**config.mk**
```make
export PLATFORM = sky130hd
export DESIGN_NAME = ir_decode_flat
export DESIGN_NICKNAME = d
export VERILOG_FILES = /design/src/rtl/ir_decode_if.sv /design/src/rtl/ir_decode.sv /design/src/flat_wrapper.sv
export SDC_FILE = /design/constraint.sdc
export NUM_CORES = 1
export LEC_CHECK = 0
export BUFFER_PORTS_ARGS = -buffer_cell sky130_fd_sc_hd__buf_2
export CORE_MARGIN = 4
export CORE_UTILIZATION = 40
export CTS_CLUSTER_DIAMETER = 60
export CTS_CLUSTER_SIZE = 24
export DETAILED_ROUTE_END_ITERATION = 10
export GPL_TIMING_DRIVEN = 0
export PLACE_DENSITY = 0.87
export SLEW_MARGIN = 20
export SYNTH_ARGS = -nofsm -noshare
export SYNTH_HDL_FRONTEND = slang
export SYNTH_SLANG_ARGS = --single-unit
```
**constraint.sdc**
```tcl
create_clock -name clk -period 1.35 [get_ports clk]
set_input_delay 0.2025 -clock clk [delete_from_list [all_inputs] [get_ports clk]]
set_output_delay 0.2025 -clock clk [all_outputs]
set_load 0.03 [all_outputs]
```
**src/rtl/ir_decode_if.sv**
```systemverilog
// ----------------------------------------------------------------------------
// ir_decode_if : bus between the control FSM / memory side and ir_decode.
// Revision     : 1.0  initial release
// ----------------------------------------------------------------------------
`default_nettype none

interface ir_decode_if;
  logic        IR_WE;
  logic [31:0] mem_dout;
  logic [3:0]  instr;
  logic [4:0]  rs;
  logic [4:0]  rt;
  logic [4:0]  rd;
  logic [15:0] imm;
  logic [31:0] imm_se;
  logic [25:0] jaddr;
  logic        ir_valid;
  logic        illegal;
  logic        illegal_sticky;
  logic [15:0] load_count;
  logic [7:0]  illegal_count;

  modport master (
    output IR_WE, mem_dout,
    input  instr, rs, rt, rd, imm, imm_se, jaddr,
           ir_valid, illegal, illegal_sticky, load_count, illegal_count
  );

  modport slave (
    input  IR_WE, mem_dout,
    output instr, rs, rt, rd, imm, imm_se, jaddr,
           ir_valid, illegal, illegal_sticky, load_count, illegal_count
  );
endinterface

`default_nettype wire

```
**src/rtl/ir_decode.sv**
```systemverilog
// ----------------------------------------------------------------------------
// ir_decode : instruction register plus registered opcode decoder for the
//             multicycle MIPS-subset CPU. Optional macro IR_DECODE_STATS_EN
//             builds a saturating illegal-load counter.
// Revision  : 1.0  initial release
// ----------------------------------------------------------------------------
`default_nettype none

module ir_decode (
  input  wire logic    clk,
  input  wire logic    reset,
  ir_decode_if.slave   bus
);

  localparam logic [5:0] c_OP_RTYPE = 6'h00;
  localparam logic [5:0] c_OP_J     = 6'h02;
  localparam logic [5:0] c_OP_JAL   = 6'h03;
  localparam logic [5:0] c_OP_BNE   = 6'h05;
  localparam logic [5:0] c_OP_XORI  = 6'h0E;
  localparam logic [5:0] c_OP_LW    = 6'h23;
  localparam logic [5:0] c_OP_SW    = 6'h2B;

  localparam logic [5:0] c_FN_JR    = 6'h08;
  localparam logic [5:0] c_FN_ADD   = 6'h20;
  localparam logic [5:0] c_FN_SUB   = 6'h22;
  localparam logic [5:0] c_FN_SLT   = 6'h2A;

  localparam logic [3:0] c_I_XORI    = 4'd0;
  localparam logic [3:0] c_I_LW      = 4'd1;
  localparam logic [3:0] c_I_SW      = 4'd2;
  localparam logic [3:0] c_I_ADD     = 4'd3;
  localparam logic [3:0] c_I_SUB     = 4'd4;
  localparam logic [3:0] c_I_SLT     = 4'd5;
  localparam logic [3:0] c_I_J       = 4'd6;
  localparam logic [3:0] c_I_JAL     = 4'd7;
  localparam logic [3:0] c_I_JR      = 4'd8;
  localparam logic [3:0] c_I_BNE     = 4'd9;
  localparam logic [3:0] c_I_ILLEGAL = 4'd15;

  typedef enum logic [0:0] {
    ST_EMPTY  = 1'b0,
    ST_LOADED = 1'b1
  } state_t;

  // Opcode bits are not kept: r_instr already carries everything they encode.
  logic [25:0] r_ir_fields;
  logic [3:0]  r_instr;
  logic        r_illegal;
  logic        r_illegal_sticky;
  logic [15:0] r_load_count;
  state_t      r_state;
  state_t      w_state_next;

  logic [5:0]  w_op;
  logic [5:0]  w_fn;
  logic [3:0]  w_code;
  logic        w_illegal;

  assign w_op = bus.mem_dout[31:26];
  assign w_fn = bus.mem_dout[5:0];

  always_comb begin
    w_code = c_I_ILLEGAL;
    case (w_op)
      c_OP_XORI: w_code = c_I_XORI;
      c_OP_LW:   w_code = c_I_LW;
      c_OP_SW:   w_code = c_I_SW;
      c_OP_J:    w_code = c_I_J;
      c_OP_JAL:  w_code = c_I_JAL;
      c_OP_BNE:  w_code = c_I_BNE;
      c_OP_RTYPE: begin
        case (w_fn)
          c_FN_ADD: w_code = c_I_ADD;
          c_FN_SUB: w_code = c_I_SUB;
          c_FN_SLT: w_code = c_I_SLT;
          c_FN_JR:  w_code = c_I_JR;
          default:  w_code = c_I_ILLEGAL;
        endcase
      end
      default: w_code = c_I_ILLEGAL;
    endcase
  end

  assign w_illegal = (w_code == c_I_ILLEGAL);

  always_ff @(posedge clk or posedge reset) begin
    if (reset) begin
      r_ir_fields <= 26'd0;
      r_instr     <= c_I_ILLEGAL;
      r_illegal   <= 1'b0;
    end else if (bus.IR_WE) begin
      r_ir_fields <= bus.mem_dout[25:0];
      r_instr     <= w_code;
      r_illegal   <= w_illegal;
    end
  end

  always_ff @(posedge clk or posedge reset) begin
    if (reset) begin
      r_illegal_sticky <= 1'b0;
      r_load_count     <= 16'd0;
    end else if (bus.IR_WE) begin
      r_load_count <= r_load_count + 16'd1;
      if (w_illegal) begin
        r_illegal_sticky <= 1'b1;
      end
    end
  end

  always_ff @(posedge clk or posedge reset) begin
    if (reset) begin
      r_state <= ST_EMPTY;
    end else begin
      r_state <= w_state_next;
    end
  end

  always_comb begin
    w_state_next = r_state;
    case (r_state)
      ST_EMPTY:  if (bus.IR_WE) w_state_next = ST_LOADED;
      ST_LOADED: w_state_next = ST_LOADED;
      default:   w_state_next = ST_EMPTY;
    endcase
  end

`ifdef IR_DECODE_STATS_EN
  logic [7:0] r_illegal_count;

  always_ff @(posedge clk or posedge reset) begin
    if (reset) begin
      r_illegal_count <= 8'd0;
    end else if (bus.IR_WE && w_illegal && (r_illegal_count != 8'hFF)) begin
      r_illegal_count <= r_illegal_count + 8'd1;
    end
  end

  assign bus.illegal_count = r_illegal_count;
`else
  assign bus.illegal_count = 8'd0;
`endif

  assign bus.instr          = r_instr;
  assign bus.rs             = r_ir_fields[25:21];
  assign bus.rt             = r_ir_fields[20:16];
  assign bus.rd             = r_ir_fields[15:11];
  assign bus.imm            = r_ir_fields[15:0];
  assign bus.imm_se         = {{16{r_ir_fields[15]}}, r_ir_fields[15:0]};
  assign bus.jaddr          = r_ir_fields[25:0];
  assign bus.ir_valid       = (r_state == ST_LOADED);
  assign bus.illegal        = r_illegal;
  assign bus.illegal_sticky = r_illegal_sticky;
  assign bus.load_count     = r_load_count;

endmodule

`default_nettype wire

```
**src/flat_wrapper.sv**
```systemverilog
// flat-port wrapper written by rule: the top's interface ports become plain ports
module ir_decode_flat 
  (clk, reset, bus_IR_WE, bus_mem_dout, bus_instr, bus_rs, bus_rt, bus_rd, bus_imm, bus_imm_se, bus_jaddr, bus_ir_valid, bus_illegal, bus_illegal_sticky, bus_load_count, bus_illegal_count);
  ir_decode_if bus_i ();
  input  wire logic clk;
  input  wire logic reset;
  input wire logic [$bits(bus_i.IR_WE)-1:0] bus_IR_WE;
  input wire logic [$bits(bus_i.mem_dout)-1:0] bus_mem_dout;
  output wire logic [$bits(bus_i.instr)-1:0] bus_instr;
  output wire logic [$bits(bus_i.rs)-1:0] bus_rs;
  output wire logic [$bits(bus_i.rt)-1:0] bus_rt;
  output wire logic [$bits(bus_i.rd)-1:0] bus_rd;
  output wire logic [$bits(bus_i.imm)-1:0] bus_imm;
  output wire logic [$bits(bus_i.imm_se)-1:0] bus_imm_se;
  output wire logic [$bits(bus_i.jaddr)-1:0] bus_jaddr;
  output wire logic [$bits(bus_i.ir_valid)-1:0] bus_ir_valid;
  output wire logic [$bits(bus_i.illegal)-1:0] bus_illegal;
  output wire logic [$bits(bus_i.illegal_sticky)-1:0] bus_illegal_sticky;
  output wire logic [$bits(bus_i.load_count)-1:0] bus_load_count;
  output wire logic [$bits(bus_i.illegal_count)-1:0] bus_illegal_count;
  assign bus_i.IR_WE = bus_IR_WE;
  assign bus_i.mem_dout = bus_mem_dout;
  assign bus_instr = bus_i.instr;
  assign bus_rs = bus_i.rs;
  assign bus_rt = bus_i.rt;
  assign bus_rd = bus_i.rd;
  assign bus_imm = bus_i.imm;
  assign bus_imm_se = bus_i.imm_se;
  assign bus_jaddr = bus_i.jaddr;
  assign bus_ir_valid = bus_i.ir_valid;
  assign bus_illegal = bus_i.illegal;
  assign bus_illegal_sticky = bus_i.illegal_sticky;
  assign bus_load_count = bus_i.load_count;
  assign bus_illegal_count = bus_i.illegal_count;
  ir_decode u_core (.clk(clk), .reset(reset), .bus(bus_i));
endmodule
```
# Yosys cells after proc, flatten, opt, wreduce, memory -nomap -nowiden
# Cells that the tools add are included.
[totals]
register_bits = 49
elab_cells = 25
out_inout_bits = 120
input_bits = 35
[classes]
n_eq_ne = 11
mux = 4
bitwise_logic = 1
n_addsub = 1
n_reduce_logical = 2
[op_table]
columns = ["cell", "count"]
rows = [
  ["6-bit == test, second input constant", 5],
  ["4-bit case mux with 7 select lines", 1],
  ["16-bit by 1-bit adder with 16-bit output, second input constant", 1],
  ["4-bit case mux with 4 select lines", 1],
  ["6-bit by 2-bit == test with 1-bit output, second input constant", 2],
  ["6-bit by 4-bit == test with 1-bit output, second input constant", 2],
  ["6-bit by 3-bit == test with 1-bit output, second input constant", 1],
  ["6-bit zero test", 1],
  ["4-bit == test, second input constant", 1],
  ["1-bit case mux with 2 select lines", 1],
  ["2-bit AND reduction", 1],
  ["1-bit two-way mux", 1],
  ["1-bit inverter", 1],
]

# Longest topological paths before layout
# Gate-level depths: netlist (run 1).
[depth]
word_depth = 5
ltp_mapped = 6
depth_no_buf = 6

# Worst setup path after synthesis (run 1)
# OpenSTA, ideal clock, no wires.
[synth_path]
kind = "flip-flop to flip-flop"
from = "register u_core.r_load_count[0], in the netlist u_core.bus.load_count[0]"
to = "register u_core.r_load_count[12], in the netlist u_core.bus.load_count[12]"
path_slack_ns = -0.429
setup_time_ns = 0.134
path_stages_with_launch = 7
n_path_buf = 0
period_less_slack_ns = 1.779
required_ns = 1.216
t_arrival_ns = 1.645
cell_sequence = "dfrtp_1 > ha_1 > nand4_1 > or3_1 > nor2_1 > nand2_1 > xnor2_1"
[synth_via]
elab_chain_cells = 1
[synth_lines]
columns = ["element", "line", "source"]
rows = [
  ["start: declaration", "ir_decode.sv:50", "logic [15:0] r_load_count;"],
  ["start signal: assignment", "ir_decode.sv:103", "r_load_count <= r_load_count + 16'd1;"],
  ["16-bit by 1-bit adder with 16-bit output", "ir_decode.sv:103", ""],
]
# No other way between the ends.
# A chain may end at the register's enable or synchronous reset.

# Worst setup path after layout (run 1)
[layout_path]
from = "register u_core.r_load_count[4], in the netlist u_core.bus.load_count[4]"
to = "register u_core.r_load_count[12], in the netlist u_core.bus.load_count[12]"
# Same word-level chain as after synthesis.

==> flow_summary.toml, run 1 <==
[run_status]
status = "finished, violations left"
violations = "negative setup slack"

[synth]
yosysSeqAreaShare_pct = 45.5
async_reset_ff_share_pct = 100
synth-edff-count = 0
synthCells = 245
synthesis.area_um2 = 2710
yosys_warnings = 0
synth.distinct_cells = 42
synth.avg_cell_area_um2 = 11.1
ys.flop_type = "dfrtp_1"
ys_seq_elements = 49

[worst_setup_path]
path_class = "register to register"
setup.worst_path.end = "u_core.bus.load_count[12]$_DFFE_PP0P_"
slowest_stage = "dfrtp_1"
crit_path_cell_trace = "nand2_1 > or3_4 > nor2_4 > nand2_1 > xnor2_1"
required_ns = 1.54
startpoint_type = "register"
cp_num_cells = 5
crit_start = "u_core.bus.load_count[4]$_DFFE_PP0P_"
crit_arrival_ns = 1.63
timing.critical_path.mode_cell = "nand2_1"
r2r-end = "u_core.bus.load_count[12]$_DFFE_PP0P_"
r2r_slack_ns = -0.1
crit_family = "simple AND/OR/NAND/NOR gates"
path_max_fanout = 4
rr_worst_depth = 5
r2r_start = "u_core.bus.load_count[4]$_DFFE_PP0P_"
critPathBufInv = 0
worst_setup_path_end_kind = "register"
cpPeakStageDelay_ns = 0.47

[layout]
final_util_pct = 63.2
instances_no_fill = 495
n_antenna_cell = 0
area_growth_pct = 50.8
final_area_um2 = 4080
fin_nets = 453
drive_above_1_share_pct = 70.6

[cts]
clkTransAtPathRegs_ns = 0.09
cts_inserted_buffers = 5
cts-root-buf = "clkbuf_8"
htree_levels = 2
clockBufferDepth = 2
clkSinkCount = 49
cts_tree = "yes"
insertion_delay_ns = 0.29

[route]
wl_met3_um = 462
routed-via-count = 2279
ant_nets = 0
drtPass1Iterations = 4
drt_iter0_drc = 53
wirelength_um = 7470
routed.top_layer = "met4"
wl_met2_um = 4040
wl_per_cell_um = 15.1
drc = 0
wl_met1_um = 2860
via_per_inst = 4.60

[die]
initial_utilization_pct = 41.9
coreArea_um2 = 6460
die_x_um = 90.3
io_pins = 155
rows = 29
die-height_um = 90.3
dieArea_um2 = 8150

[timing]
rsz0062_at_grt = "yes"
setup_tns_ns = -0.273
worst_slew_pin_slew_ns = 0.555
worst_slack_ns = -0.0972
slew_viol_final = 0
clock.fmax_ghz = 0.691
final.setup_skew_ns = 0.00469
setup_viol = 11
max_slew_margin_pct = 63.0
period_share_pct = 107
timing.hold.ws_ns = 0.144
final.min_clock_period_ns = 1.45
hold_violations = 0

[placement]
gp_congestion = 0.782
place_ws_ns = -0.221
io_buffers = 144
placed_area_um2 = 3590
dpl.cell_count = 473
hpwlAfterDp_um = 5060

[global_routing]
grt_pass1_wl_um = 10900
antenna_found_initial = 0
grt_overflow = 0
grt_max_degree = 50
grt_pass1_vias = 2162
track_usage_pct = 16.1

[pwr]
internal_power_mw = 3.15
clkPwrFrac_pct = 17.4
p_sw_share_pct = 40.0
cellPowerDensity_nw_per_um2 = 1280
p_leak_nw = 2.06
switching_power_mw = 2.10
comb_power_share_pct = 45.9
irDropWorstVdd_uv = 1300
power_mw = 5.25
seq_power_share_pct = 36.7

[job]
drv_cap = 0

[worst_hold_path]
min_from = "bus_mem_dout[17]"
hp-class = "input pin to register"
logic make-up after synthesis:
logic type,Yosys count,share of synthesized area (%)
buffers and inverters,82,21.8
DFF,49,45.5
and+or+nand+nor,49,10.1
muxes,27,11.2
AOI/OAI and AO/OA,19,5.31
xor gates and xnor gates,17,5.50
adders and majority gates,1,0.462
other,1,0.138
timing repair:
action,4_1_cts,5_1_grt
hold buffers,0,1
pin swaps,2,3
setup buffers,6,4
cloned,0,2
endpoints found under the hold margin,0,19
endpoints found under the setup margin,25,31
resized for setup,24,65
worst min-delay path by stage:
| stage | to | slack (ns) | depth (start not counted) |
|---|---|---|---|
| 2_1_floorplan | u_core.bus.illegal$_DFFE_PP0P_ | 0.24 | 1 |
| 3_3_place_gp | u_core.bus.jaddr[21]$_DFFE_PP0P_ | 0.44 | 2 |
| 3_5_place_dp | u_core.bus.jaddr[11]$_DFFE_PP0P_ | 0.44 | 2 |
| 4_1_cts | u_core.bus.jaddr[11]$_DFFE_PP0P_ | 0.13 | 2 |
| 5_1_grt | u_core.bus.jaddr[7]$_DFFE_PP0P_ | 0.12 | 2 |
| 6_report | u_core.bus.jaddr[17]$_DFFE_PP0P_ | 0.14 | 2 |
flip-flops by register name (all words and copies together), names as in the netlist:
name / count
u_core.bus.jaddr: 26
u_core.bus.ir_valid: 1
u_core.bus.illegal_sticky: 1
u_core.bus.illegal: 1
u_core.bus.instr: 4
u_core.bus.load_count: 16
final cells by class:
| type | count | area, um^2 |
|---|---|---|
| sequential | 49 | 1240 |
| buffer | 77 | 637 |
| timing repair buffer | 158 | 985 |
| tap | 77 | 96.3 |
| multi-input combinational | 121 | 1000 |
| clock inverter | 1 | 5.00 |
| clock buffer | 7 | 96.3 |
| inverter | 5 | 22.5 |
| fill | 519 | 2370 |
Yosys cell counts, types with 2 or more instances:
library cell	instances	share of area [%]
o31ai_1	2	0.55
nor3_1	3	0.55
nand4_1	3	0.69
o21ai_0	2	0.37
mux2_2	27	11
dfrtp_1	45	42
clkbuf_1	3	0.42
xor2_1	6	1.9
nor2_1	11	1.5
nor3b_1	2	0.55
nand2_1	9	1.2
a21oi_1	5	0.92
buf_4	71	20
o22ai_1	3	0.69
inv_1	5	0.69
dfstp_2	4	3.9
xnor2_1	11	3.6
nand3_1	9	1.7
layout by cell type (no fill, tap or decap), drive strengths merged, types with 4 or more instances in the layout:
cell      n
dfrtp    45
buf     231
nand2     9
nor3      5
conb      8
clkbuf   10
nand3     9
xnor2    11
xor2      6
a21oi     6
nor2     11
mux2     27
inv       4
dfstp     4
layer usage:
layer / global-route usage [%] / vias up
met2: 28.9 / 85
li1: - / 1089
met4: 2.68 / 0
met5: 0 / -
met3: 4.92 / 6
met1: 19.0 / 1099
power by group through the flow:
stage | Sequential, mW | Clock [mW] | Combinational (mW)
after floorplan | 2.31 | 0 | 1.09
after global placement | 1.94 | 0 | 1.98
after detailed placement | 1.96 | 0 | 2.01
after CTS | 1.91 | 0.963 | 2.17
after global routing | 1.96 | 1.04 | 2.54
final | 1.93 | 0.913 | 2.41
No activity file was read; power rests on OpenSTA's default activity.
==> run 2: changes to the inputs <==
--- a/config.mk
+++ b/config.mk
@@ -6,8 +6,10 @@
 export NUM_CORES = 1
 export LEC_CHECK = 0
 export BUFFER_PORTS_ARGS = -buffer_cell sky130_fd_sc_hd__buf_2
+export CELL_PAD_IN_SITES_DETAIL_PLACEMENT = 0
+export CELL_PAD_IN_SITES_GLOBAL_PLACEMENT = 2
 export CORE_MARGIN = 4
-export CORE_UTILIZATION = 40
+export CORE_UTILIZATION = 23
 export CTS_CLUSTER_DIAMETER = 60
 export CTS_CLUSTER_SIZE = 24
 export DETAILED_ROUTE_END_ITERATION = 10
==> flow_summary.toml, run 2 (synthesis gave the netlist of run 1 again) <==
[worst_setup_path]
path_max_fanout = 2
crit_arrival_ns = 1.57
rr_worst_depth = 6
crit_path_cell_trace = "ha_4 > nand4_1 > or3_4 > nor2_4 > nand2_1 > xnor2_1"
slowest_stage = "dfrtp_2"
required_ns = 1.53
cpPeakStageDelay_ns = 0.39
r2r-end = "u_core.bus.load_count[12]$_DFFE_PP0P_"
crit_family = "simple AND/OR/NAND/NOR gates"
r2r_slack_ns = -0.04
critPathBufInv = 0
worst_setup_path_end_kind = "register"
r2r_start = "u_core.bus.load_count[1]$_DFFE_PP0P_"
startpoint_type = "register"
path_class = "register to register"

[layout]
fin_nets = 453
instances_no_fill = 561
n_antenna_cell = 0
final_common_cell = "buf_2"
largest_reg_flops = 26
fillers = 1156
area_growth_pct = 54.6
drive_above_1_share_pct = 70.1
final_cell_mix = "buf_2 (126), buf_4 (67), dfrtp_1 (40), buf_6 (38), mux2_2 (27)"
multi_input_area_um2 = 996
register_area_um2 = 1240

[timing]
period_share_pct = 103
setup_viol = 2
slew_viol_final = 0
final.min_clock_period_ns = 1.39
setup_tns_ns = -0.0791
final.setup_skew_ns = 0.00306
max_slew_margin_pct = 59.2
hold_violations = 21
worst_slew_pin_slew_ns = 0.611
worst_slack_ns = -0.0438
clock.fmax_ghz = 0.717
rsz0062_at_grt = "yes"
timing.hold.ws_ns = -0.0248

[worst_hold_path]
hp-class = "input pin to async pin"

[placement]
io_buffers = 144
place_ws_ns = -0.247
hpwlAfterDp_um = 5350
dpl.cell_count = 539
gp_congestion = 0.753

[global_routing]
antenna_found_initial = 0
global_route.usage.met1_pct = 11.5
grt_max_degree = 50
use_met3_pct = 1.92
gr-usage-met2_pct = 15.7
grt-busiest-layer = "met2"
grt_pass1_vias = 1923
track_usage_pct = 9.14
grt_overflow = 0
grt_pass1_wl_um = 9910

[die]
dieArea_um2 = 13600
die_x_um = 117
rows = 39
io_pins = 155
die-height_um = 117
coreArea_um2 = 11500
initial_utilization_pct = 23.6

[cts]
cts-root-buf = "clkbuf_16"
clkSinkCount = 49
insertion_delay_ns = 0.29
clockBufferDepth = 2
clkTransAtPathRegs_ns = 0.07
cts_tree = "yes"
htree_levels = 2
cts_hold_buf = 0
cts_inserted_buffers = 5

[route]
drtPass1Iterations = 4
wirelength_um = 7150
wl_per_cell_um = 12.7
via_per_inst = 3.94
routed-via-count = 2208
ant_nets = 0
drt_iter0_drc = 42
drc = 0

[pwr]
p_leak_nw = 2.08
irDropWorstVdd_uv = 606
cellPowerDensity_nw_per_um2 = 1310
power_mw = 5.48

[run_status]
violations = "negative hold slack, negative setup slack"
status = "finished, violations left"

[job]
drv_cap = 0
[run 2: cell types whose count changed in the layout (fill, tap and decap cells not counted), moves of 5 or more]
cell	delta
clkbuf_16	+5
buf_6	-7
clkbuf_8	-7
buf_4	+8
[run 2: routing by layer]
layer / up-vias / share of wire (%)
met5: - / 0
met4: 0 / 0.81
met3: 6 / 9.4
met2: 98 / 49
met1: 1018 / 40
li1: 1086 / -
[run 2: layout make-up]
class                   count  share of cell area, %
multi-input cells         121                   23.8
flip-flops and latches     49                   29.6
clock inverters             3                  0.598
plain buffers              77                   14.8
clock buffers               5                   2.99
repair buffers            158                   23.5
well taps                 143                   4.28
inverters                   5                  0.538
[run 2: worst max-delay path by stage]
stage,endpoint,slack [ns],startpoint,cells past startpoint
floorplan,u_core.bus.load_count[12]$_DFFE_PP0P_,-0.21,u_core.bus.load_count[0]$_DFFE_PP0P_,6
global placement,u_core.bus.load_count[14]$_DFFE_PP0P_,-0.21,u_core.bus.load_count[0]$_DFFE_PP0P_,6
detailed placement,u_core.bus.illegal$_DFFE_PP0P_,-0.25,bus_mem_dout[28],6
CTS,u_core.bus.load_count[12]$_DFFE_PP0P_,-0.06,u_core.bus.load_count[1]$_DFFE_PP0P_,6
global route,u_core.bus.load_count[12]$_DFFE_PP0P_,-0.13,u_core.bus.load_count[1]$_DFFE_PP0P_,6
finish,u_core.bus.load_count[12]$_DFFE_PP0P_,-0.04,u_core.bus.load_count[1]$_DFFE_PP0P_,6
[run 2: timing repair]
action / 4_1_cts / 5_1_grt
resized for setup: 17 / 64
buffers inserted: 10 / 1
cloned: 0 / 2
pin swaps: 2 / 3
endpoints found under the setup margin: 25 / 29
[run 2: power by group]
part	total, mW	internal, mW	switching, mW
Sequential	1.90	1.68	0.215
Combinational	2.32	0.934	1.38
Clock	1.26	0.697	0.566
[run 2: stage by stage]
| step | util (%) | area, um^2 |
|---|---|---|
| 3_3_place_gp | 32.0 | 3670 |
| 3_5_place_dp | 32.0 | 3670 |
| 5_1_grt | 36.5 | 4190 |
| 4_1_cts | 34.4 | 3950 |
| 6_report | 36.5 | 4190 |
| 2_1_floorplan | - | 2770 |
==> run 3: changes to the inputs <==
--- a/config.mk
+++ b/config.mk
@@ -5,16 +5,17 @@
 export SDC_FILE = /design/constraint.sdc
 export NUM_CORES = 1
 export LEC_CHECK = 0
+export ABC_AREA = 1
 export BUFFER_PORTS_ARGS = -buffer_cell sky130_fd_sc_hd__buf_2
 export CELL_PAD_IN_SITES_DETAIL_PLACEMENT = 0
 export CELL_PAD_IN_SITES_GLOBAL_PLACEMENT = 2
 export CORE_MARGIN = 4
-export CORE_UTILIZATION = 23
+export CORE_UTILIZATION = 21
 export CTS_CLUSTER_DIAMETER = 60
 export CTS_CLUSTER_SIZE = 24
 export DETAILED_ROUTE_END_ITERATION = 10
 export GPL_TIMING_DRIVEN = 0
-export PLACE_DENSITY = 0.87
+export PLACE_DENSITY = 0.86
 export SLEW_MARGIN = 20
 export SYNTH_ARGS = -nofsm -noshare
 export SYNTH_HDL_FRONTEND = slang
==> flow_summary.toml, run 3 <==
[run_status]
status = "finished, violations left"
violations = "negative setup slack"

[route]
via_per_inst = 3.80
ant_nets = 0
drtPass1Iterations = 4
wirelength_um = 8320
drt_iter0_drc = 68
routed-via-count = 2665
wl_per_cell_um = 11.8
drc = 0

[timing]
setup_tns_ns = -0.0848
slew_viol_final = 0
worst_slew_pin_slew_ns = 0.568
period_share_pct = 104
timing.hold.ws_ns = 0.108
clock.fmax_ghz = 0.710
final.setup_skew_ns = 0.00472
max_slew_margin_pct = 62.1
rsz0062_at_grt = "yes"
worst_slack_ns = -0.0586
final.min_clock_period_ns = 1.41
hold_violations = 0
setup_viol = 2

[layout]
final_common_cell = "buf_2"
instances_no_fill = 702
final_area_um2 = 4360
fillers = 1375
final_cell_mix = "buf_2 (124), nand2_1 (109), buf_4 (64), buf_6 (43), dfrtp_1 (39)"
largest_reg_flops = 26
multi_input_area_um2 = 1010
drive_above_1_share_pct = 51.3
fin_nets = 561
n_antenna_cell = 0
register_area_um2 = 1240
area_growth_pct = 55.1

[worst_setup_path]
crit_arrival_ns = 1.62
path_class = "register to register"
required_ns = 1.56
path_max_fanout = 3
startpoint_type = "register"
worst_setup_path_end_kind = "register"

[cts]
cts_inserted_buffers = 5
clockBufferDepth = 2
clkTransAtPathRegs_ns = 0.07
cts-root-buf = "clkbuf_16"
clkSinkCount = 49
cts_tree = "yes"
insertion_delay_ns = 0.29
htree_levels = 2

[synth]
ys.flop_type = "dfrtp_1"
synthTopCellsByArea = "dfrtp_1 (40%), buf_4 (19%), nand2_1 (15%)"
synth.distinct_cells = 28
async_reset_ff_share_pct = 100
synthesis.area_um2 = 2810
synth.most_common_cell = "nand2_1"
synthCells = 350
synth_top_area_share_pct = 40.1
synth_top_area_cell = "dfrtp_1"
synth-edff-count = 0
netlist_top_cells_count = "nand2_1 (111), buf_4 (71), dfrtp_1 (45)"
synth.avg_cell_area_um2 = 8.03
yosys_warnings = 0
yosysSeqAreaShare_pct = 43.8
ys_seq_elements = 49

[pwr]
irDropWorstVdd_uv = 531
cellPowerDensity_nw_per_um2 = 1230
p_leak_nw = 2.47

[global_routing]
grt_overflow = 0
grt_pass1_wl_um = 12000
track_usage_pct = 10.1
grt_max_degree = 28
grt_pass1_vias = 2409
antenna_found_initial = 0

[die]
dieArea_um2 = 15300
io_pins = 155
rows = 42
coreArea_um2 = 13200
die_x_um = 124
die-height_um = 124
initial_utilization_pct = 21.3

[placement]
place_ws_ns = -0.156
io_buffers = 145
hpwlAfterDp_um = 6310
gp_congestion = 0.772
dpl.cell_count = 679
placed_area_um2 = 3830

[worst_hold_path]
hp-class = "input pin to register"

[job]
drv_cap = 0
## run 3: changes by cell type after synthesis, sizes merged, moves of 7 or more
cell   delta
nand3     +7
mux2     -27
nand2   +105
nor2     +20
xnor2     -9
inv      +24
## run 3: timing repair
action	in CTS	in global routing
pin swaps	4	5
hold endpoints to repair	22	0
setup endpoints to repair	25	28
gates cloned	0	2
buffers inserted	10	2
gates resized for setup	21	68
hold buffers	1	0
## run 3: per-stage QoR
| step | power (mW) | utilization [%] |
|---|---|---|
| finish | 5.36 | 33.0 |
| global route | 5.67 | 33.0 |
| CTS | 5.29 | 31.2 |
| detailed placement | 3.83 | 29.1 |
| global placement | 3.79 | 28.9 |
| floorplan | 3.25 | - |
## run 3: critical path: stages, from the launching register on
cell and delay (ns):
dfrtp_2 0.40, ha_4 0.16, nand3_4 0.08, nor2_4 0.11, nand3_4 0.09, nor2_4 0.12, nand2_4 0.08, nor2_4 0.11
xor2_1 0.16
## run 3: kinds of logic after synthesis
family | after synthesis | share of synthesized area (%)
other cells | 1 | 0.133
compound gates | 12 | 2.45
flops | 49 | 43.8
simple gates | 169 | 25.7
buf+inv | 107 | 24.0
fa+ha+maj | 1 | 0.445
xor+xnor | 11 | 3.43
## run 3: worst paths after layout
check                                                   endpoint  slack, ns                                  start  cells past startpoint
min reg2reg                u_core.bus.illegal_sticky$_DFFE_PP0P_       0.47  u_core.bus.illegal_sticky$_DFFE_PP0P_                      2
min                             u_core.bus.jaddr[22]$_DFFE_PP0P_       0.11                       bus_mem_dout[22]                      3
min in group asynchronous  u_core.bus.load_count[15]$_DFFE_PP0P_       0.51                                  reset                      3
max in group asynchronous        u_core.bus.instr[1]$_DFFE_PP1P_       0.25                                  reset                      4
max reg2reg                u_core.bus.load_count[14]$_DFFE_PP0P_      -0.06   u_core.bus.load_count[1]$_DFFE_PP0P_                      8
max                        u_core.bus.load_count[14]$_DFFE_PP0P_      -0.06   u_core.bus.load_count[1]$_DFFE_PP0P_                      8
## run 3: cell type report
type                            instances  area share [%]
Sequential cell                        49            28.4
Timing Repair Buffer                  161            23.2
Multi-Input combinational cell        201            23.1
Buffer                                 78            14.4
Tap cell                              176            5.05
Clock buffer                            7            3.04
Inverter                               29            2.58
Clock inverter                          1           0.172
## run 3: power by group
group,switching [mW],internal (mW),total [mW]
sequential,0.224,1.66,1.89
combinational,1.32,0.905,2.23
clock,0.553,0.690,1.24
total,2.10,3.26,5.36
## run 3: layer usage
| layer | global-route usage [%] | wire, um | up-vias |
|---|---|---|---|
| li1 | - | - | 1337 |
| met4 | 2.98 | 99 | 0 |
| met3 | 2.77 | 803 | 6 |
| met5 | 0 | 0 | - |
| met2 | 17.0 | 3880 | 110 |
| met1 | 12.5 | 3530 | 1212 |
